File: src/rtl/cpu_pipe_state_mt.sv
// Pipeline-stage tracker with per-stage thread tags.
// Drives stage enables, switch pre-warning and thread occupancy.
module cpu_pipe_state_mt #(
  parameter int N_STAGES     = 4,
  parameter int N_THREADS    = 16,
  parameter int ALMOST_STAGE = 1,
  localparam int TW = (N_THREADS > 1) ? $clog2(N_THREADS) : 1
) (
  input  logic                     CLK,
  input  logic                     reset_n,
  input  logic                     reload,
  input  logic [TW-1:0]            reload_thread,
  input  logic                     invalidate,
  input  logic                     flush_en,
  input  logic [TW-1:0]            flush_thread,
  input  logic                     instr_wait,
  output logic [N_STAGES-1:0]      stage_allow,
  output logic [N_STAGES*TW-1:0]   stage_thread,
  output logic                     thread_almost_switched,
  output logic [TW-1:0]            switched_thread,
  output logic [N_THREADS-1:0]     thread_in_pipe,
  output logic                     pipe_empty
);

  localparam int A = ALMOST_STAGE;

  logic [N_STAGES-1:0]  valid;
  logic [N_STAGES-1:0]  valid_d;
  logic [N_STAGES-1:0]  kill;
  logic [N_STAGES-1:0]  src;
  logic [N_STAGES-1:0]  allow_d;
  logic [TW-1:0]        tid   [N_STAGES];
  logic [TW-1:0]        tid_d [N_STAGES];
  logic                 almost_c;
  logic [N_THREADS-1:0] occ;

  always_comb begin
    kill = '0;
    src  = '0;
    for (int i = 0; i < N_STAGES; i++)
      kill[i] = flush_en & valid[i] &
                (tid[i] == flush_thread);
    src[0] = reload | (valid[0] & ~kill[0]);
    for (int i = 1; i < N_STAGES; i++)
      src[i] = valid[i-1] & ~kill[i-1];
    allow_d = (invalidate | instr_wait) ? '0 : src;
  end

  // A reload overrides a stall in stage 0; invalidate overrides both.
  always_comb begin
    valid_d = valid;
    tid_d   = tid;
    if (invalidate) begin
      valid_d = '0;
    end else begin
      if (instr_wait) begin
        valid_d = valid & ~kill;
      end else begin
        valid_d[0] = valid[0] & ~kill[0];
        for (int i = 1; i < N_STAGES; i++) begin
          valid_d[i] = src[i];
          tid_d[i]   = tid[i-1];
        end
      end
      if (reload) begin
        valid_d[0] = 1'b1;
        tid_d[0]   = reload_thread;
      end
    end
  end

  always_comb begin
    almost_c = valid[A] & ~instr_wait & ~invalidate &
               (~valid[A+1] | (tid[A+1] != tid[A]));
  end

  always_comb begin
    occ = '0;
    for (int t = 0; t < N_THREADS; t++)
      for (int i = 0; i < N_STAGES; i++)
        if (valid[i] && tid[i] == TW'(t))
          occ[t] = 1'b1;
  end

  always_comb begin
    stage_thread = '0;
    for (int i = 0; i < N_STAGES; i++)
      stage_thread[i*TW +: TW] = tid[i];
  end

  always_ff @(posedge CLK) begin
    if (!reset_n) begin
      valid <= '0;
      for (int i = 0; i < N_STAGES; i++)
        tid[i] <= '0;
      stage_allow            <= '0;
      thread_almost_switched <= 1'b0;
      switched_thread        <= '0;
      thread_in_pipe         <= '0;
      pipe_empty             <= 1'b1;
    end else begin
      valid <= valid_d;
      for (int i = 0; i < N_STAGES; i++)
        tid[i] <= tid_d[i];
      stage_allow            <= allow_d;
      thread_almost_switched <= almost_c;
      if (almost_c)
        switched_thread <= tid[A];
      thread_in_pipe <= occ;
      pipe_empty     <= ~|valid;
    end
  end

endmodule
File: config.mk
export PLATFORM = sky130hd
export DESIGN_NAME = cpu_pipe_state_mt
export DESIGN_NICKNAME = d
export VERILOG_FILES = /design/src/rtl/cpu_pipe_state_mt.sv
export SDC_FILE = /design/constraint.sdc
export NUM_CORES = 1
export LEC_CHECK = 0
export CORE_ASPECT_RATIO = 0.5
export CORE_MARGIN = 8
export CORE_UTILIZATION = 49
export DETAILED_ROUTE_END_ITERATION = 10
export GPL_TIMING_DRIVEN = 0
export PLACE_DENSITY = 0.79
export SLEW_MARGIN = 25
export SYNTH_ARGS = -nofsm -noshare
export SYNTH_HDL_FRONTEND = slang
export SYNTH_SLANG_ARGS = --single-unit
File: constraint.sdc
create_clock -name CLK -period 1.6 [get_ports CLK]
set_input_delay 0.24 -clock CLK [delete_from_list [all_inputs] [get_ports CLK]]
set_output_delay 0.24 -clock CLK [all_outputs]
set_load 0.03 [all_outputs]
# == After elaboration in Yosys (flattened, before gate mapping) ==
# Index checks and enable logic that the tools add are counted.
# classes
n_addsub,0
mul,0
div_mod_pow,0
order_cmp,0
eq_ne,65
shifts,0
muxes,66
bitwise_logic,26
n_reduce_logical,74
# ops
op,count
"4-bit == test, second input constant",32
1-bit two-way mux,65
"4-bit by 3-bit == test with 1-bit output, second input constant",16
1-bit logical AND,64
"4-bit by 2-bit == test with 1-bit output, second input constant",8
"4-bit by 1-bit == test with 1-bit output, second input constant",4
4-bit == test,4
4-bit logical NOT,4
1-bit AND,14
1-bit inverter,7
4-bit AND,1
4-bit two-way mux,1
4-bit != test,1
4-bit inverter,1
2-bit AND reduction,2
2-bit OR reduction,2
4-bit OR reduction,1
1-bit bitwise OR,3
1-bit logical NOT,1
# word_totals
ff_bits,46
latch_bits,0
ramBits,0
romBits,0
in_bits,14
out_inout_bits,42
word_cells,241
mem_count,0

# == Logic depth before layout (Yosys ltp) ==
# depth
word_depth,6
depth_mapped,5
depth_no_buf,4

# == Least setup slack after synthesis ==
# Ideal clock, no wire load.
# synth_path
path_kind,register -> register
start,register tid (netlist bit stage_thread[8])
end,register switched_thread[0]
setup_time_ns,0.072
arrival_time_ns,1.434
required_time_ns,1.528
setup_slack_ns,0.094
stages_incl_launch_ff,6
path_buffers,1
period_less_slack_ns,1.506
cell_sequence,dfxtp_1 buf_2 xor2_1 nor3_4 a31oi_4 mux2i_1
# synth_via
elab_chain_len,3
# synth_lines
item,line_no,source
start: declaration,32,logic [TW-1:0] tid [N_STAGES];
start signal: indexed assignment,104,tid[i] <= tid_d[i];
4-bit != test,74,(~valid[A+1] | (tid[A+1] != tid[A]));
1-bit bitwise OR,74,
1-bit AND,73,almost_c = valid[A] & ~instr_wait & ~invalidate &
end signal: assignment,108,switched_thread <= tid[A];
end: declaration,20,"output logic [TW-1:0] switched_thread,"
# No other way between the ends.
# A chain may end at the register's enable or synchronous reset.

# == Final worst setup path ==
# layout_path
start,register switched_thread[1]
end,output switched_thread[1]
# No word-level cell between the ends.

==> flow_metrics.env <==
export IMPL_status="finished clean"
export IMPL_power_leakage_nw=1.20
export IMPL_antenna_found_initial=0
export IMPL_drive_above_1_share_pct=11.1
export IMPL_vias_per_cell=5.63
export IMPL_syn_to_final_growth_pct=30.9
export IMPL_path_buf_inv=1
export IMPL_h_tree_depth=2
export IMPL_syn_avg_cell_area_um2=8.72
export IMPL_die_y_um=64.5
export IMPL_clock_sinks=46
export IMPL_drc=0
export IMPL_cp_required_ps=1360
export IMPL_cpLargestDelayFamily="buffers and inverters"
export IMPL_grt_first_pass_wirelength_mm=10.6
export IMPL_critPathMaxStageDelay_ps=680
export IMPL_worst_path_max_delay_cell="clkdlybuf4s50_1"
export IMPL_path_cells="clkdlybuf4s50_1"
export IMPL_num_rows=17
export IMPL_synth_ff_type="dfxtp_1"
export IMPL_period_needed_ps=1560
export IMPL_drt_initial_drc_count=217
export IMPL_ctsHoldBuffers=0
export IMPL_startpoint_type="flop"
export IMPL_drt_pass1_iterations=4
export IMPL_synthCells=265
export IMPL_antenna_cells=0
export IMPL_cts_buffers=5
export IMPL_end_kind="output pin"
export IMPL_vias=2149
export IMPL_hold_viol=0
export IMPL_ant_nets=0
export IMPL_ioPinCount=56
export IMPL_die_area_um2=7300
export IMPL_power_mw=2.26
export IMPL_routedWlPerCell_um=17.2
export IMPL_clk_pin_slew_ps=90
export IMPL_slew_viol_final=0
export IMPL_die_x_um=113
export IMPL_postCtsSetupBuffers=0
export IMPL_clock_latency_ps=300
export IMPL_syn_nets=279
export IMPL_grt_pass1_vias=2053
export IMPL_ys_async_sr_fraction_pct=0
export IMPL_wl_mm=6.57
export IMPL_timing_final_crit_share_pct=97.6
export IMPL_cap_viol_max_count=0
export IMPL_layout_commonest_cell="dfxtp_1"
export IMPL_synth_seq_cells=46
export IMPL_crit_fanout=2
export IMPL_min_path_type="in2reg"
export IMPL_worst_slew_pin_transition_ps=490
export IMPL_slew_headroom_pct=67.2
export IMPL_rsz0062_at_grt="no"
export IMPL_cts_root_buf="clkbuf_8"
export IMPL_routabilityCongestion=0.870
export IMPL_netlist_area_um2=2310
export IMPL_vdd_ir_drop_max_mv=0.477
export IMPL_post_cts_resized=8
export IMPL_grt_overflow=0
export IMPL_arrival_ps=1320
export IMPL_ys_types=36
export IMPL_cts_tree="done"
export IMPL_mostFrequentLayoutCells="dfxtp_1 (46), nand2_1 (45), clkdlybuf4s50_1 (37)"
export IMPL_core_area_um2=4470
export IMPL_synth_enable_flop_cells=0
export IMPL_ys_seq_area_share_pct=39.9
export IMPL_max_freq_mhz=640
export IMPL_port_buffers=52
export IMPL_p_per_area_nw_per_um2=749
export IMPL_path_class="reg2out"
export IMPL_final_nets=338
export IMPL_place_hpwl_mm=5.08
export IMPL_skew_ps=10.8
export IMPL_max_clock_path_buffers=2
export IMPL_grt_start_max_net_pins=16
export IMPL_start_util_pct=51.7
export IMPL_setup_violations=0
export IMPL_track_usage_pct=17.9
export IMPL_finish_utilization_pct=67.7
export IMPL_yosysWarnings=0
[Yosys cell counts, types with 4 or more instances]
cell type | instances | area, µm²
or2_2 | 7 | 43.8
mux2i_1 | 8 | 80.1
nor2b_1 | 8 | 50.1
dfxtp_1 | 46 | 921
nand3b_1 | 4 | 30.0
nand3_1 | 11 | 55.1
a21boi_0 | 12 | 90.1
o21a_1 | 14 | 105
nor2_1 | 8 | 30.0
xor2_1 | 7 | 61.3
nand2_1 | 45 | 169
xnor2_1 | 11 | 96.3
clkbuf_1 | 6 | 22.5
nand2b_1 | 9 | 56.3
buf_2 | 9 | 45.0
o22ai_1 | 31 | 194
[where the power goes]
group / switching [mW] / internal [mW]
logic: 0.124 / 0.0923
clock network: 0.406 / 0.468
registers: 0.0179 / 1.16
[kinds of logic (layout without fill, tap and decap cells)]
group | count (synthesis) | count (layout) | synth area share, %
XOR/XNOR | 20 | 20 | 8.23
AO/OA/AOI/OAI | 70 | 70 | 21.9
flip-flops | 46 | 46 | 39.9
multiplexers | 8 | 8 | 3.47
buffers and inverters | 22 | 82 | 5.09
AND/OR/NAND/NOR | 99 | 99 | 21.4
[final timing paths]
| kind | slack (ps) | startpoint | cells past startpoint | to |
|---|---|---|---|---|
| setup / recovery | 40 | switched_thread[1]$_SDFFE_PN0P_ | 1 | switched_thread[1] |
| hold / removal | 350 | reset_n | 3 | switched_thread[0]$_SDFFE_PN0P_ |
| setup reg to reg | 150 | stage_thread[8]$_SDFFE_PN0P_ | 5 | switched_thread[3]$_SDFFE_PN0P_ |
| hold reg to reg | 470 | switched_thread[2]$_SDFFE_PN0P_ | 2 | switched_thread[2]$_SDFFE_PN0P_ |
[through the flow]
step / cells / hold slack [ps] / worst slack [ps] / setup TNS (ps) / instance area (µm²)
5_1_grt: 382 / 374 / 0.465 / 0 / 3020
4_1_cts: 382 / 348 / 1.76 / 0 / 3000
3_3_place_gp: 374 / 445 / -234 / -2950 / 2900
6_report: 382 / 352 / 38.6 / 0 / 3020
2_1_floorplan: 265 / 391 / 93.9 / 0 / 2310
3_5_place_dp: 374 / 458 / -243 / -2950 / 2900
[area by class of cell]
cell class	count	area, µm²
Fill cell	388	1440
Buffer	20	110
Timing Repair Buffer	52	528
Clock inverter	3	43.8
Tap cell	57	71.3
Inverter	2	7.51
Clock buffer	5	68.8
Multi-Input combinational cell	197	1270
Sequential cell	46	921
[state kept, by name, summed over array words and instances (netlist names)]
name	count
pipe_empty	1
stage_allow	4
stage_thread	16
switched_thread	4
thread_almost_switched	1
thread_in_pipe	16
valid	4
[per-layer routing]
layer,track usage [%],vias up,share of wire [%]
met5,0,-,0
met4,3.62,0,0.67
met3,3.51,5,6.9
met2,29.5,77,46
met1,24.0,1019,46
li1,-,1048,-
No activity file was read; power rests on OpenSTA's default activity.
